**config.mk**
```make
export PLATFORM = sky130hd
export DESIGN_NAME = psum_accum_ctrl
export DESIGN_NICKNAME = d
export VERILOG_FILES = /design/src/rtl/psum_pkg.sv /design/src/rtl/psum_code_lut.sv /design/src/rtl/psum_accum_ctrl.sv
export SDC_FILE = /design/constraint.sdc
export NUM_CORES = 2
export LEC_CHECK = 0
export CAP_MARGIN = 15
export CORE_AREA = 4 4 648 650
export DETAILED_ROUTE_END_ITERATION = 16
export DIE_AREA = 0 0 652 654
export PLACE_DENSITY = 0.53
export SKIP_LAST_GASP = 1
export SYNTH_ARGS = -nofsm -noshare
export SYNTH_HDL_FRONTEND = slang
export SYNTH_SLANG_ARGS = --single-unit
export TNS_END_PERCENT = 50
```
**constraint.sdc**
```tcl
create_clock -name clk -period 2.73 [get_ports clk]
set_input_delay 0.273 -clock clk [delete_from_list [all_inputs] [get_ports clk]]
set_output_delay 0.273 -clock clk [all_outputs]
set_load 0.05 [all_outputs]
```
**src/rtl/psum_pkg.sv**
```systemverilog
// Shared types and sizing helpers for the partial-sum accumulation controller.
package psum_pkg;

   // Controller states
   typedef enum logic [1:0] {
      StIdle,
      StRead,
      StOut,
      StDone
   } psum_state_e;

   // Raw code width per channel and decoded signed value width
   localparam int unsigned CodeW = 5;
   localparam int unsigned DecW  = 4;

   // Accumulator wide enough for MACRO_NUM*PASS_NUM worst-case decoded values
   function automatic int unsigned acc_width(input int unsigned macro_num,
                                             input int unsigned pass_num);
      return DecW + $clog2(macro_num * pass_num);
   endfunction

   // Index register width that stays legal when the count is 1
   function automatic int unsigned idx_width(input int unsigned n);
      return (n > 1) ? $clog2(n) : 1;
   endfunction

endpackage

```
**src/rtl/psum_code_lut.sv**
```systemverilog
// Decodes one 5-bit partial-sum code into a signed 4-bit value:
// v = -8 + k[1:0] + 3*k[2] + 4*k[3] + 5*k[4], range -8..7.
module psum_code_lut
   import psum_pkg::*;
(
   input  logic [CodeW-1:0]       code_i,
   output logic signed [DecW-1:0] val_o
);

   logic [DecW-1:0] mag;

   // Positive weight sum is at most 15, so subtracting 8 in 4 bits lands in -8..7
   always_comb begin
      mag   = {2'b00, code_i[1:0]}
            + (code_i[2] ? 4'd3 : 4'd0)
            + (code_i[3] ? 4'd4 : 4'd0)
            + (code_i[4] ? 4'd5 : 4'd0);
      val_o = $signed(mag - 4'd8);
   end

endmodule

```
**src/rtl/psum_accum_ctrl.sv**
```systemverilog
// Sequences MACRO_NUM macros over PASS_NUM passes, accumulates decoded per-channel
// partial sums, then presents the reduced result vector with a valid/ready handoff.
// Optional feature macro: PSUM_ACCUM_SAT_EN (saturate results to OUT_W instead of wrapping).
module psum_accum_ctrl
   import psum_pkg::*;
#(
   parameter int unsigned CHANNEL_NUM = 128,
   parameter int unsigned MACRO_NUM   = 4,
   parameter int unsigned PASS_NUM    = 2,
   parameter int unsigned OUT_W       = 8
) (
   input  logic                           clk,
   input  logic                           rst_n,
   input  logic                           start_i,
   output logic                           busy_o,
   output logic                           mac_req_o,
   output logic [MACRO_NUM-1:0]           mac_sel_o,
   input  logic                           mac_valid_i,
   input  logic [CodeW*CHANNEL_NUM-1:0]   mac_code_i,
   output logic                           acc_valid_o,
   input  logic                           acc_ready_i,
   output logic [OUT_W*CHANNEL_NUM-1:0]   acc_data_o,
   output logic                           done_o
);

   localparam int unsigned AccW     = acc_width(MACRO_NUM, PASS_NUM);
   localparam int unsigned MacIdxW  = idx_width(MACRO_NUM);
   localparam int unsigned PassIdxW = idx_width(PASS_NUM);
   localparam logic [MacIdxW-1:0]  MacLast  = MacIdxW'(MACRO_NUM - 1);
   localparam logic [PassIdxW-1:0] PassLast = PassIdxW'(PASS_NUM - 1);

   psum_state_e          state_q, state_d;
   logic [MacIdxW-1:0]   mac_idx_q, mac_idx_d;
   logic [PassIdxW-1:0]  pass_idx_q, pass_idx_d;
   logic signed [AccW-1:0] acc_q [CHANNEL_NUM];
   logic signed [AccW-1:0] acc_d [CHANNEL_NUM];

   logic acc_clr;
   logic acc_add;

   logic [CHANNEL_NUM-1:0][DecW-1:0]  dec_val;
   logic [CHANNEL_NUM-1:0][OUT_W-1:0] red;

   // Per-channel decode and accumulator-to-output reduction
   for (genvar c = 0; c < CHANNEL_NUM; c++) begin : g_chan
      psum_code_lut u_lut (
         .code_i (mac_code_i[CodeW*c +: CodeW]),
         .val_o  (dec_val[c])
      );

`ifdef PSUM_ACCUM_SAT_EN
      if (OUT_W < AccW) begin : g_sat
         localparam int SatMaxI = (1 << (OUT_W - 1)) - 1;
         localparam logic signed [AccW-1:0] SatMax = AccW'(SatMaxI);
         localparam logic signed [AccW-1:0] SatMin = AccW'(-SatMaxI - 1);
         logic signed [AccW-1:0] clamped;
         assign clamped = (acc_q[c] > SatMax) ? SatMax :
                          (acc_q[c] < SatMin) ? SatMin : acc_q[c];
         assign red[c]  = OUT_W'(clamped);
      end else begin : g_ext
         assign red[c] = OUT_W'(acc_q[c]);
      end
`else
      // Signed cast truncates (wrap) or sign-extends as the widths require
      assign red[c] = OUT_W'(acc_q[c]);
`endif
   end

   // FSM next-state, index sequencing and Moore outputs
   always_comb begin
      state_d     = state_q;
      mac_idx_d   = mac_idx_q;
      pass_idx_d  = pass_idx_q;
      acc_clr     = 1'b0;
      acc_add     = 1'b0;
      mac_req_o   = 1'b0;
      mac_sel_o   = '0;
      acc_valid_o = 1'b0;
      done_o      = 1'b0;
      busy_o      = (state_q != StIdle);

      case (state_q)
         StIdle: begin
            if (start_i) begin
               state_d    = StRead;
               mac_idx_d  = '0;
               pass_idx_d = '0;
               acc_clr    = 1'b1;
            end
         end
         StRead: begin
            mac_req_o = 1'b1;
            mac_sel_o = MACRO_NUM'(1) << mac_idx_q;
            if (mac_valid_i) begin
               acc_add = 1'b1;
               if (mac_idx_q == MacLast) begin
                  mac_idx_d = '0;
                  if (pass_idx_q == PassLast) begin
                     pass_idx_d = '0;
                     state_d    = StOut;
                  end else begin
                     pass_idx_d = pass_idx_q + PassIdxW'(1);
                  end
               end else begin
                  mac_idx_d = mac_idx_q + MacIdxW'(1);
               end
            end
         end
         StOut: begin
            acc_valid_o = 1'b1;
            if (acc_ready_i) begin
               state_d = StDone;
            end
         end
         StDone: begin
            done_o  = 1'b1;
            state_d = StIdle;
         end
         default: state_d = StIdle;
      endcase
   end

   // Accumulator next-state: clear at job start, add decoded value on each beat
   always_comb begin
      for (int c = 0; c < CHANNEL_NUM; c++) begin
         acc_d[c] = acc_q[c];
         if (acc_clr) begin
            acc_d[c] = '0;
         end else if (acc_add) begin
            acc_d[c] = acc_q[c] + AccW'($signed(dec_val[c]));
         end
      end
   end

   // Result bus is only driven while the vector is offered
   always_comb begin
      acc_data_o = '0;
      if (state_q == StOut) begin
         acc_data_o = red;
      end
   end

   // State, index and accumulator registers
   always_ff @(posedge clk or negedge rst_n) begin
      if (!rst_n) begin
         state_q    <= StIdle;
         mac_idx_q  <= '0;
         pass_idx_q <= '0;
         for (int c = 0; c < CHANNEL_NUM; c++) begin
            acc_q[c] <= '0;
         end
      end else begin
         state_q    <= state_d;
         mac_idx_q  <= mac_idx_d;
         pass_idx_q <= pass_idx_d;
         for (int c = 0; c < CHANNEL_NUM; c++) begin
            acc_q[c] <= acc_d[c];
         end
      end
   end

endmodule

```
==> results by group <==
STA
  • WHS: 92.9 ps
  • Tmin final: between 2000 and 3000 ps
  • Clk_skew: 58.1 ps
  • FMAX: approximately 0.34 GHz
  • Worst-Margin Slew: 724 ps
  • Final setup violating endpoints: 864
  • Rel. slew slack: 0.518
  • Post-route setup slack: -225 ps
  • Final Hold Viols: 0
  • Pins Over Slew Limit: 0
  • Tcrit/Tclk final: 1.08
  • RSZ-0062 raised after global routing: true

Power and ir drop
  • Internal: 75800 uW
  • Combinational Power Share: 0.699
  • Sw Share: 0.482
  • Sequential fraction of design power: 0.173
  • Power Dens Cells: 1020 nW/um^2
  • Sw power: around 70000 uW
  • Clock Power Share: 0.128
  • Leakage Power: ~0.065 uW
  • Worst VDD drop: 0.000659 V

Worst setup path
  • Worst path cell trace: buf_6, ha_4, buf_12, buf_16, clkbuf_16, buf_16, and2_2, buf_12
  • Worst r2r path cells: 11
  • Required @ worst endpoint: between 2000 and 2500 ps
  • Worst Path Buf+Inv: 6
  • Crit-path max FO: 19
  • Reg2Reg Setup Slack: 110 ps
  • Cell family with most CP delay: buffers and inverters
  • Worst Setup End Kind: output pin
  • Worst setup SP type: flop
  • Critical Path AT: 2680 ps
  • Reg-to-Reg Start: state_q[1]
  • CP peak stage delay: 400 ps
  • Slowest cell on crit path: dfrtp_1
  • Setup CP Type: reg2out
  • R2r endpoint: acc_q[860]

Drt
  • Antenna Nets Post-Route: 0
  • Top Metal Used: met5
  • Routed Wire Length: 432000 microns
  • WL met3: 26000 microns
  • Drt first pass iters: 5
  • M1 WL: 169000 microns
  • Met2 WL: 214000 microns
  • WL per Instance: 22.3 microns
  • Via count: just over 90000
  • Initial DRC count: 5704
  • Drt drc: 0
  • Vias per inst: 4.78

Die
  • Row cnt: 236
  • I/O pin total: about 1700
  • DIE AREA: 426000 sq um
  • Die width: ~650 microns
  • Die Y: approximately 650 microns
  • Starting Density: 0.223
  • CORE AREA: 413000 sq um

Clock network
  • CTS Buf Count: 140
  • TritonCTS clock tree: yes
  • Worst-Skew Late Latency: 840 ps
  • Max Root-Sink Buffers: 4
  • CTS H-tree lvls: 4
  • Root Buffer: clkbuf_16
  • CTS sink count: 901
  • Clock-pin slew on the worst setup and hold paths: 60 ps

GRT
  • First-pass GRT wire length: 615000 microns
  • Largest net degree at the start of global routing: 73
  • Via count of the first global-routing pass: 90900
  • Total GRT Usage: 0.191
  • Gr ovfl total: 0
  • Antenna violations before repair: 36

Finish
  • Final core utilization: 0.347
  • Filler Cell Count: between 40000 and 50000
  • Nets: 15800
  • Design Area, Final: 143000 sq um
  • Area growth syn-to-layout: 55.5%
  • Ratio of cells with drive above 1 in the final layout: 0.237

Synthesis
  • Synth Net Count: 12900
  • Syn. warnings: 0
  • Async set-reset flop share out of synthesis: 1.00
  • Flops & latches, synth: 901
  • Top cells by count, synth: 1032 x ha_1, 903 x and2_1, 903 x inv_1, 901 x dfrtp_1, 782 x a21oi_1
  • Most common cell in the netlist: ha_1
  • Post-synth EDFFs: 0
  • Post-synthesis sequential area ratio: 0.244
  • Yosys top cell area share: 0.244
  • Mean area per synthesized cell: 8.54 sq um
  • Cell count after synthesis: 10800
  • Primary FF master, synth: dfrtp_1
  • Post-synthesis cell area: between 90000 and 100000 sq um
  • Post-synth top area cell: dfrtp_1
  • Synth area leaders: dfrtp_1 24%, ha_1 14%, fa_1 8.3%
  • Synth unique cells: between 40 and 50

Status
  • Violated checks: setup timing
  • Run status: finished with violations

Flow run
  • Max-cap violations: 0

Placed design
  • Post-Place Cell Area: approximately 140000 sq um
  • Port bufs: between 1500 and 2000
  • Global placement routability congestion: 0.903
  • DP HPWL: 340000 microns

Min path
  • Hold crit path type: in2async
## state kept, by name, summed over array words and instances (netlist names)
| name | flops |
|---|---|
| pass_idx_q | 1 |
| mac_idx_q | 2 |
| state_q | 2 |
| acc_q | 896 |
## timing repair
action / 4_1_cts / 5_1_grt
gates resized for setup: 175 / 246
buffers inserted: 18 / 20
pin swaps: 0 / 1
gates cloned: 25 / 32
endpoints found under the hold margin: 332 / 0
setup endpoints to repair: 1003 / 1023
hold buffers: 1 / 0
## routing by layer
layer / track usage / vias to the layer above
li1: - / 44600
met1: 0.221 / 45100
met2: 0.339 / 2399
met3: 0.0373 / 511
met4: 0.0874 / 4
met5: 0 / -
## stage by stage
stage          power [uW]  setup TNS (ps)  setup WS (ps)  cells
3_5_place_dp       122000         -148560           -745  19000
3_3_place_gp       121000         -138250           -765  19000
5_1_grt            156000         -206050           -332  19400
2_1_floorplan       77200               0           61.6  10800
4_1_cts            145000         -246090           -351  19300
6_report           146000          -91170           -225  19400
## final cells by class
| type | count | area, sq um | share of cell area |
|---|---|---|---|
| repair buffers | 3446 | 42300 | 0.295 |
| clock inverters | 41 | 453 | 0.00316 |
| diodes | 37 | 92.6 | 0.000645 |
| clock buffers | 206 | 4110 | 0.0287 |
| multi-input cells | 8373 | 63700 | 0.444 |
| well taps | 5474 | 6850 | 0.0477 |
| flip-flops and latches | 901 | 22500 | 0.157 |
| inverters | 903 | 3390 | 0.0236 |
## power by group through the flow
| stage | registers (uW) | clock network, uW | logic [uW] |
|---|---|---|---|
| finish | 25300 | 18700 | 102000 |
| global placement | 25200 | 0 | 96000 |
| detailed placement | 25400 | 0 | 96700 |
| CTS | 25200 | 19300 | 100000 |
| global route | 26100 | 19800 | 110000 |
| floorplan | 22600 | 0 | 54600 |
## worst register-to-register path: cells and delay by family (launching register included)
family / cells / cell delay (ps)
buf+inv: 5 / 980
compound gates: 3 / 580
flops: 1 / 400
simple gates: 2 / 300
fa+ha+maj: 1 / 260
## worst max-delay path by stage
stage | from | to | cells past startpoint
2_1_floorplan | state_q[0] | acc_data_o[495] | 8
3_3_place_gp | mac_code_i[177] | acc_q[650] | 12
3_5_place_dp | mac_code_i[175] | acc_q[650] | 12
4_1_cts | state_q[0] | acc_data_o[903] | 7
5_1_grt | state_q[1] | acc_data_o[974] | 9
6_report | state_q[1] | acc_data_o[658] | 8
## placed cells by master, fill, tap and decap left out, types with 33 or more instances in the layout
cell,count
a211oi_1,244
a21o_1,255
a21oi_1,782
a31oi_1,127
and2_1,639
and2_2,61
and2_4,204
buf_12,1074
buf_4,1633
clkbuf_16,165
clkdlybuf4s50_1,644
dfrtp_1,901
diode_2,37
fa_1,384
ha_1,1031
inv_1,902
mux2i_1,127
nand2_1,771
nand2b_1,129
nand3_1,514
nand4_1,128
nor2_1,400
nor2b_1,256
nor3_1,128
nor4_1,252
nor4b_1,256
o2111a_1,127
o2111ai_1,128
o21ai_0,611
o21ai_1,33
o41a_1,127
or3_1,127
or4_1,128
xnor2_1,256
xor2_1,128
## cell families (layout without fill, tap and decap cells)
group / after synthesis / count (layout) / share of synthesized area
DFF: 901 / 901 / 0.244
buffers and inverters: 1529 / 4596 / 0.0716
other: 0 / 37 / 0
muxes: 128 / 128 / 0.0139
adders and majority gates: 1416 / 1416 / 0.223
xor gates and xnor gates: 384 / 384 / 0.0365
and+or+nand+nor: 4002 / 4002 / 0.240
AOI/OAI and AO/OA: 2443 / 2443 / 0.171
(Power assumes the default switching activity.)
